==> config.mk <==
export PLATFORM = sky130hd
export DESIGN_NAME = alu_arbiter_flat
export DESIGN_NICKNAME = d
export VERILOG_FILES = /design/src/rtl/alu_arbiter_if.sv /design/src/rtl/alu_arbiter.sv /design/src/flat_wrapper.sv
export SDC_FILE = /design/constraint.sdc
export NUM_CORES = 1
export LEC_CHECK = 0
export BUFFER_PORTS_ARGS = -buffer_cell sky130_fd_sc_hd__buf_4
export CELL_PAD_IN_SITES_DETAIL_PLACEMENT = 1
export CELL_PAD_IN_SITES_GLOBAL_PLACEMENT = 2
export CORE_AREA = 5 5 205 207
export CTS_CLUSTER_DIAMETER = 40
export DETAILED_ROUTE_END_ITERATION = 16
export DIE_AREA = 0 0 210 212
export GPL_TIMING_DRIVEN = 0
export PLACE_DENSITY = 0.78
export SYNTH_ARGS = -nofsm -noshare
export SYNTH_HDL_FRONTEND = slang
export SYNTH_SLANG_ARGS = --single-unit
==> constraint.sdc <==
create_clock -name clk -period 3.6 [get_ports clk]
set_clock_uncertainty 0.05 [all_clocks]
set_input_delay 0.18 -clock clk [delete_from_list [all_inputs] [get_ports clk]]
set_output_delay 0.18 -clock clk [all_outputs]
set_load 0.01 [all_outputs]
==> src/rtl/alu_arbiter_if.sv <==
// Bundle of request, ALU and response signals for alu_arbiter.
// slave = arbiter side; master = requesters, external ALU and response consumer.
interface alu_arbiter_if;
    logic        req0_valid;
    logic        req0_ready;
    logic [63:0] req0_a;
    logic [63:0] req0_b;
    logic [3:0]  req0_op;

    logic        req1_valid;
    logic        req1_ready;
    logic [63:0] req1_a;
    logic [63:0] req1_b;
    logic [3:0]  req1_op;

    logic [63:0] alu_a;
    logic [63:0] alu_b;
    logic [3:0]  alu_op;
    logic [63:0] alu_y;
    logic        alu_z;

    logic        rsp_valid;
    logic        rsp_ready;
    logic        rsp_id;
    logic [63:0] rsp_y;
    logic        rsp_z;
    logic        rsp_err;

    modport slave (
        input  req0_valid, req0_a, req0_b, req0_op,
        input  req1_valid, req1_a, req1_b, req1_op,
        input  alu_y, alu_z, rsp_ready,
        output req0_ready, req1_ready,
        output alu_a, alu_b, alu_op,
        output rsp_valid, rsp_id, rsp_y, rsp_z, rsp_err
    );

    modport master (
        output req0_valid, req0_a, req0_b, req0_op,
        output req1_valid, req1_a, req1_b, req1_op,
        output alu_y, alu_z, rsp_ready,
        input  req0_ready, req1_ready,
        input  alu_a, alu_b, alu_op,
        input  rsp_valid, rsp_id, rsp_y, rsp_z, rsp_err
    );
endinterface

==> src/rtl/alu_arbiter.sv <==
// Two-port sequencing arbiter in front of the shared 64-bit execute ALU (IDLE -> EXEC -> RESP).
// Define ALU_ARB_FIXED_PRIO_EN for fixed priority (port 0 wins); default is round-robin.
//
// Handshakes: a request transfers on a cycle where reqN_valid && reqN_ready (ready is only
// ever high in IDLE, for the granted port); a response transfers on rsp_valid && rsp_ready,
// and all rsp fields hold steady while rsp_valid is high and rsp_ready is low.
module alu_arbiter (
    input  logic         clk,
    input  logic         rst,
    alu_arbiter_if.slave bus,
    output logic [1:0]   dbg_state
);
    typedef enum logic [1:0] {
        IDLE = 2'd0,
        EXEC = 2'd1,
        RESP = 2'd2
    } state_t;

    state_t      state;
    state_t      state_nxt;

    logic [63:0] a_r;
    logic [63:0] b_r;
    logic [3:0]  op_r;
    logic        id_r;

    logic [63:0] y_r;
    logic        z_r;
    logic        err_r;
    logic        rid_r;

    logic        grant0;
    logic        grant1;
    logic        accept;

    function automatic logic op_legal(input logic [3:0] op);
        case (op)
            4'b0000, 4'b0001, 4'b0010,
            4'b0110, 4'b1100, 4'b0111: op_legal = 1'b1;
            default:                   op_legal = 1'b0;
        endcase
    endfunction

`ifdef ALU_ARB_FIXED_PRIO_EN
    always_comb begin
        grant0 = bus.req0_valid;
        grant1 = bus.req1_valid && !bus.req0_valid;
    end
`else
    // last_id is the port granted most recently; resets to 1 so port 0 wins the first contest.
    logic last_id;

    always_comb begin
        grant0 = bus.req0_valid && (!bus.req1_valid || last_id);
        grant1 = bus.req1_valid && (!bus.req0_valid || !last_id);
    end

    always_ff @(posedge clk) begin
        if (rst) begin
            last_id <= 1'b1;
        end else if (accept) begin
            last_id <= grant1;
        end
    end
`endif

    always_comb begin
        state_nxt      = state;
        accept         = 1'b0;
        bus.req0_ready = 1'b0;
        bus.req1_ready = 1'b0;
        bus.rsp_valid  = 1'b0;
        case (state)
            IDLE: begin
                // A grant during reset would be discarded, so ready stays low.
                if (!rst && (grant0 || grant1)) begin
                    accept         = 1'b1;
                    bus.req0_ready = grant0;
                    bus.req1_ready = grant1;
                    state_nxt      = EXEC;
                end
            end
            EXEC: begin
                state_nxt = RESP;
            end
            RESP: begin
                bus.rsp_valid = 1'b1;
                if (bus.rsp_ready) begin
                    state_nxt = IDLE;
                end
            end
            default: begin
                state_nxt = IDLE;
            end
        endcase
    end

    always_ff @(posedge clk) begin
        if (rst) begin
            state <= IDLE;
        end else begin
            state <= state_nxt;
        end
    end

    always_ff @(posedge clk) begin
        if (rst) begin
            a_r  <= 64'd0;
            b_r  <= 64'd0;
            op_r <= 4'd0;
            id_r <= 1'b0;
        end else if (accept) begin
            a_r  <= grant1 ? bus.req1_a  : bus.req0_a;
            b_r  <= grant1 ? bus.req1_b  : bus.req0_b;
            op_r <= grant1 ? bus.req1_op : bus.req0_op;
            id_r <= grant1;
        end
    end

    // For an illegal op the ALU output is meaningless; report a fixed error result instead.
    always_ff @(posedge clk) begin
        if (rst) begin
            y_r   <= 64'd0;
            z_r   <= 1'b0;
            err_r <= 1'b0;
            rid_r <= 1'b0;
        end else if (state == EXEC) begin
            rid_r <= id_r;
            if (op_legal(op_r)) begin
                y_r   <= bus.alu_y;
                z_r   <= bus.alu_z;
                err_r <= 1'b0;
            end else begin
                y_r   <= 64'd0;
                z_r   <= 1'b1;
                err_r <= 1'b1;
            end
        end
    end

    assign bus.alu_a   = a_r;
    assign bus.alu_b   = b_r;
    assign bus.alu_op  = op_r;
    assign bus.rsp_id  = rid_r;
    assign bus.rsp_y   = y_r;
    assign bus.rsp_z   = z_r;
    assign bus.rsp_err = err_r;
    assign dbg_state   = state;
endmodule

==> src/flat_wrapper.sv <==
// flat-port wrapper written by rule: the top's interface ports become plain ports
module alu_arbiter_flat 
  (clk, rst, dbg_state, bus_req0_valid, bus_req0_a, bus_req0_b, bus_req0_op, bus_req1_valid, bus_req1_a, bus_req1_b, bus_req1_op, bus_alu_y, bus_alu_z, bus_rsp_ready, bus_req0_ready, bus_req1_ready, bus_alu_a, bus_alu_b, bus_alu_op, bus_rsp_valid, bus_rsp_id, bus_rsp_y, bus_rsp_z, bus_rsp_err);
  alu_arbiter_if bus_i ();
  input  logic clk;
  input  logic rst;
  output logic [1:0] dbg_state;
  input wire logic [$bits(bus_i.req0_valid)-1:0] bus_req0_valid;
  input wire logic [$bits(bus_i.req0_a)-1:0] bus_req0_a;
  input wire logic [$bits(bus_i.req0_b)-1:0] bus_req0_b;
  input wire logic [$bits(bus_i.req0_op)-1:0] bus_req0_op;
  input wire logic [$bits(bus_i.req1_valid)-1:0] bus_req1_valid;
  input wire logic [$bits(bus_i.req1_a)-1:0] bus_req1_a;
  input wire logic [$bits(bus_i.req1_b)-1:0] bus_req1_b;
  input wire logic [$bits(bus_i.req1_op)-1:0] bus_req1_op;
  input wire logic [$bits(bus_i.alu_y)-1:0] bus_alu_y;
  input wire logic [$bits(bus_i.alu_z)-1:0] bus_alu_z;
  input wire logic [$bits(bus_i.rsp_ready)-1:0] bus_rsp_ready;
  output wire logic [$bits(bus_i.req0_ready)-1:0] bus_req0_ready;
  output wire logic [$bits(bus_i.req1_ready)-1:0] bus_req1_ready;
  output wire logic [$bits(bus_i.alu_a)-1:0] bus_alu_a;
  output wire logic [$bits(bus_i.alu_b)-1:0] bus_alu_b;
  output wire logic [$bits(bus_i.alu_op)-1:0] bus_alu_op;
  output wire logic [$bits(bus_i.rsp_valid)-1:0] bus_rsp_valid;
  output wire logic [$bits(bus_i.rsp_id)-1:0] bus_rsp_id;
  output wire logic [$bits(bus_i.rsp_y)-1:0] bus_rsp_y;
  output wire logic [$bits(bus_i.rsp_z)-1:0] bus_rsp_z;
  output wire logic [$bits(bus_i.rsp_err)-1:0] bus_rsp_err;
  assign bus_i.req0_valid = bus_req0_valid;
  assign bus_i.req0_a = bus_req0_a;
  assign bus_i.req0_b = bus_req0_b;
  assign bus_i.req0_op = bus_req0_op;
  assign bus_i.req1_valid = bus_req1_valid;
  assign bus_i.req1_a = bus_req1_a;
  assign bus_i.req1_b = bus_req1_b;
  assign bus_i.req1_op = bus_req1_op;
  assign bus_i.alu_y = bus_alu_y;
  assign bus_i.alu_z = bus_alu_z;
  assign bus_i.rsp_ready = bus_rsp_ready;
  assign bus_req0_ready = bus_i.req0_ready;
  assign bus_req1_ready = bus_i.req1_ready;
  assign bus_alu_a = bus_i.alu_a;
  assign bus_alu_b = bus_i.alu_b;
  assign bus_alu_op = bus_i.alu_op;
  assign bus_rsp_valid = bus_i.rsp_valid;
  assign bus_rsp_id = bus_i.rsp_id;
  assign bus_rsp_y = bus_i.rsp_y;
  assign bus_rsp_z = bus_i.rsp_z;
  assign bus_rsp_err = bus_i.rsp_err;
  alu_arbiter u_core (.clk(clk), .rst(rst), .bus(bus_i), .dbg_state(dbg_state));
endmodule
== Word level (Yosys, flattened, before mapping) ==
Cells that the tools add are included.
Cells by class
  equal/unequal tests: 9
  muxes and demuxes: 19
  reductions and logical operators: 14
Operators with widths (count)
  64-bit two-way mux: 3
  1-bit two-way mux: 12
  4-bit by 3-bit equality test with 1-bit output (second input constant): 2
  2-bit one-hot mux with 3 select lines: 1
  6-bit OR reduction: 1
  4-bit by 1-bit equality test with 1-bit output (second input constant): 1
  4-bit by 2-bit equality test with 1-bit output (second input constant): 1
  4-bit equality test (second input constant): 1
  1-bit logical NOT: 4
  4-bit logical NOT: 1
  2-bit two-way mux: 2
  4-bit two-way mux: 1
  1-bit logical AND: 3
  1-bit logical OR: 3
  2-bit by 1-bit equality test with 1-bit output (second input constant): 1
  2-bit equality test (second input constant): 1
  2-bit logical NOT: 1
  2-bit by 1-bit != test with 1-bit output (second input constant): 1
  2-bit != test (second input constant): 1
  2-bit AND reduction: 1
Storage, ports and cells
  bits in registers: 203
  input bits: 334
  word-level logic and storage cells: 52

== Depth between registers and ports, before layout ==
  depth in word-level cells: 7
  gate-level depth with buffers: 7
  mapped depth without buffers: 3

== Worst setup path before layout ==
Ideal clock, no wire load.
  path kind: register to register
  start: register u_core.state[0] (netlist: u_core.dbg_state[0])
  end: register u_core.y_r[0] (netlist: u_core.bus.rsp_y[0])
  arrival: 1.298 ns
  required time: 3.433 ns
  slack: 2.135 ns
  cell stages (with the launch flop): 7
  buffers on the path: 3
  cell sequence: dfxtp_1 nand2b_1 buf_4 nor2b_2 buf_6 buf_4 a32o_1
On the way
  word-level cells in the longest chain between the ends: 1
RTL lines
  start, declared: RTL line alu_arbiter.sv:19  | state_t state;
  start signal, assigned: RTL line alu_arbiter.sv:102  | state <= state_nxt;
  2-bit by 1-bit equality test with 1-bit output: RTL line alu_arbiter.sv:127  | end else if (state == EXEC) begin
  end signal, assigned: RTL line alu_arbiter.sv:130  | y_r <= bus.alu_y;
  end, declared: RTL line alu_arbiter.sv:27  | logic [63:0] y_r;
Every way passes these cells.
A chain may end at the register's enable or synchronous reset.

== Worst setup path after layout ==
  start: input port bus_req1_valid
  end: register u_core.b_r[52] (netlist: u_core.bus.alu_b[52])
On the way
  word-level cells in the longest chain between the ends: 7
  elaborated cells between the ends (all ways): 9
  classes of those cells: mux (3); reduce/logical (6)
RTL lines
  start, declared: RTL line flat_wrapper.sv:12  | input wire logic [$bits(bus_i.req1_valid)-1:0] bus_req1_valid;
  1-bit logical NOT: RTL line alu_arbiter.sv:54  | grant0 = bus.req0_valid && (!bus.req1_valid || last_id);
  1-bit logical OR: RTL line alu_arbiter.sv:54
  1-bit logical AND: RTL line alu_arbiter.sv:54
  1-bit logical OR: RTL line alu_arbiter.sv:76  | if (!rst && (grant0 || grant1)) begin
  1-bit logical AND: RTL line alu_arbiter.sv:76
  1-bit two-way mux: RTL line alu_arbiter.sv:76
  1-bit two-way mux: RTL line alu_arbiter.sv:73  | case (state)
  end signal, assigned: RTL line alu_arbiter.sv:114  | b_r <= grant1 ? bus.req1_b : bus.req0_b;
  end, declared: RTL line alu_arbiter.sv:23  | logic [63:0] b_r;
Parallel ways exist; a longest one is shown, timed or not.

==> qor.csv <==
stage;metric;value;unit
clock_tree;ctsResizeCount;0;
synthesis;synth_area_per_cell;11.7;um2
clock_tree;clk_pin_slew_worst_paths;50;ps
finish;fillers;4329;
die;die_area;44500;um2
clock_tree;cts_max_path_buffers;3;
sta;drv_slew;0;
die;initial_core_util;22.1;%
drt;vias_per_cell;4.38;
synthesis;yosys_warnings;0;
sta;tns;0;ps
sta;setup_viol;0;
run;timing.max_cap.violations;0;
die;die_w;210;um
clock_tree;clkSinkCount;203;
setup_path;crit_chain;dlygate4sd3_1 -> buf_4 -> a21boi_1 -> buf_4 -> buf_6 -> buf_6 -> mux2i_1 -> dlygate4sd3_1 -> mux2i_1;
finish;fin_nets;2002;
sta;worstMarginPinSlew;929;ps
synthesis;synth.distinct_cells;29;
setup_path;max_stage_delay;620;ps
setup_path;crit_required;3940;ps
grt;first_global_vias;11600;
clock_tree;cts_buffers;39;
sta;layout_setup_ws;1240;ps
placed_design;portBuffers;536;
power_and_ir_drop;power_switching;2340;uW
setup_path;reg2reg_depth;7;
synthesis;synth_commonest_cells;mux2i_1 (265), dfxtp_1 (203), nand2b_1 (135);
sta;fmax;423;MHz
synthesis;syn_area;8900;um2
drt;routed_wl;46800;um
setup_path;crit_family;buffers and inverters;
synthesis;synthArstFlopShare;0;%
setup_path;critPathSlowestCell;dlygate4sd3_1;
hold_path;min_path_type;in2reg;
sta;period_minus_slack;2360;ps
clock_tree;htree_levels;2;
synthesis;synth_top_cell_by_area;dfxtp_1;
sta;max_slew_margin;38.1;%
power_and_ir_drop;p_leak;0.00820;uW
synthesis;synth_most_common_cell;mux2i_1;
power_and_ir_drop;max-vdd-ir-drop;0.309;mV
drt;wl_per_cell;21.0;um
status;status;finished clean;
die;dieHeight;212;um
finish;area_growth;106;%
drt;vias;9786;
clock_tree;cts_tree;built;
grt;grt-ovfl-total;0;
power_and_ir_drop;p_comb_share;24.3;%
setup_path;path_buf_inv;6;
synthesis;yosysTopAreaCellShare;45.7;%
grt;grtUsageTotal;19.8;%
hold_path;hold_depth;3;
placed_design;dp_hpwl;30700;um
grt;grt_max_degree;12;
placed_design;gp_congestion;0.885;
setup_path;startpoint_type;primary input;
power_and_ir_drop;p_int;6330;uW
sta;rsz0062_at_grt;no;
finish;multi_input_area;4320;um2
synthesis;synth_nets;1095;
power_and_ir_drop;p_sw_share;27.0;%
die;boundaryPins;538;
setup_path;crit_fanout;10;
power_and_ir_drop;clock_power_share;45.1;%
setup_path;rrSetupSlack;1270;ps
clock_tree;cts_root_buf;clkbuf_16;
synthesis;syn_inst;761;
grt;grt_first_pass_wirelength;69300;um
synthesis;synth-seq-area-share;45.7;%
synthesis;synth_edf_count;0;
die;num_rows;74;
synthesis;yosys-top-cells-area;dfxtp_1 (46%), mux2i_1 (30%), nand2b_1 (9.5%), a32o_1 (7.2%), buf_6 (2.8%);
power_and_ir_drop;p_seq_share;30.6;%
sta;hold_viol;0;
die;core;40200;um2
power_and_ir_drop;power.density;474;nW/um2
finish;drive_above_1_share;38.8;%
setup_path;worst_ep_arrival_time;2700;ps
drt;drc_errors;0;
finish;seq_area;4060;um2
drt;first_pass_iters;4;
drt;drtIter0Drc;315;
clock_tree;postCtsSetupRepairBufs;0;
synthesis;synth_flop_cell;dfxtp_1;
setup_path;worst-path-stages;9;
synthesis;synth_seq_cells;203;
setup_path;worst_setup_path_end_kind;flip-flop;
sta;fin_crit_sh;65.7;%
setup_path;crit_type;in2reg;
grt;antenna_found_initial;2;
placed_design;dpl_worst_slack;1600;ps
drt;detail-route-antenna-nets;0;
clock_tree;worstSkewPairLatency;510;ps
-- what timing repair did --
action / in CTS / in global routing
hold endpoints to repair: 198 / 0
hold buffers: 330 / 0
setup endpoints to repair: 0 / 0
-- registers in the layout, indices dropped and copies added, names as in the netlist --
signal              count
u_core.bus.alu_op       4
u_core.bus.alu_a       64
u_core.bus.rsp_err      1
u_core.bus.rsp_z        1
u_core.bus.alu_b       64
u_core.bus.rsp_y       64
u_core.last_id          1
u_core.bus.rsp_id       1
u_core.id_r             1
u_core.dbg_state        2
-- layout make-up --
class                           count  share of cell area [%]
Inverter                            1                  0.0205
Clock buffer                       49                    6.09
Sequential cell                   203                    22.2
Clock inverter                     21                    1.62
Timing Repair Buffer              866                    40.0
Buffer                             67                    2.77
Tap cell                          532                    3.63
Antenna cell                        4                  0.0547
Multi-Input combinational cell    490                    23.6
-- power by group through the flow --
stage	Clock, uW	Combinational, uW	Sequential [uW]
after floorplan	0	659	2780
after global placement	0	1680	2670
after detailed placement	0	1710	2690
after CTS	3980	2070	2650
after global routing	4090	2240	2680
final	3910	2110	2660
-- per-layer routing --
| metal | share of wire, % | track usage (%) | vias to the layer above |
|---|---|---|---|
| li1 | - | - | 4568 |
| met1 | 37 | 21.1 | 4736 |
| met2 | 53 | 38.1 | 398 |
| met3 | 6.3 | 4.59 | 84 |
| met4 | 3.3 | 7.11 | 0 |
| met5 | 0 | 0 | - |
-- worst register-to-register path, delay by kind of cell (launching register included) --
kind,cells,cell delay (ps)
AO/OA/AOI/OAI,1,130
multiplexers,2,360
flip-flops,1,330
buffers and inverters,4,1350
-- per-stage QoR --
step,std cells,util (%),hold WS (ps),total power [uW],cell area [um2]
after floorplan,761,-,284,3440,8900
after global placement,1829,33.8,367,4360,13600
after detailed placement,1829,33.8,373,4390,13600
after CTS,2229,45.5,9.73,8700,18300
after global routing,2232,45.6,33.2,9020,18300
final,2233,45.6,6.48,8670,18300
-- cells in the final DEF (no fill, tap or decap), types with 2 or more instances in the layout --
cell type / n
mux2i_1: 265
buf_6: 22
clkbuf_16: 41
nor2b_1: 2
clkinvlp_4: 4
a32o_1: 64
diode_2: 4
buf_2: 9
dlygate4sd3_1: 330
inv_8: 2
nand2b_1: 135
dfxtp_1: 203
clkbuf_8: 6
bufinv_16: 6
clkbuf_1: 19
and3_1: 2
clkinv_4: 2
clkinv_2: 4
inv_6: 3
buf_4: 554
a21oi_1: 3
nor2_1: 4
-- cell families after synthesis --
family / synth area share, %
mux: 29.8
flops: 45.7
simple gates: 10.7
compound gates: 8.00
buf+inv: 5.74
xor+xnor: 0.0985
-- final timing paths --
| path | startpoint | endpoint |
|---|---|---|
| min | bus_req0_b[27] | u_core.bus.alu_b[27] |
| max reg2reg | u_core.last_id | u_core.bus.alu_b[52] |
| max | bus_req1_valid | u_core.bus.alu_b[52] |
| min reg2reg | u_core.bus.rsp_z | u_core.bus.rsp_z |
No activity file was read; power rests on OpenSTA's default activity.
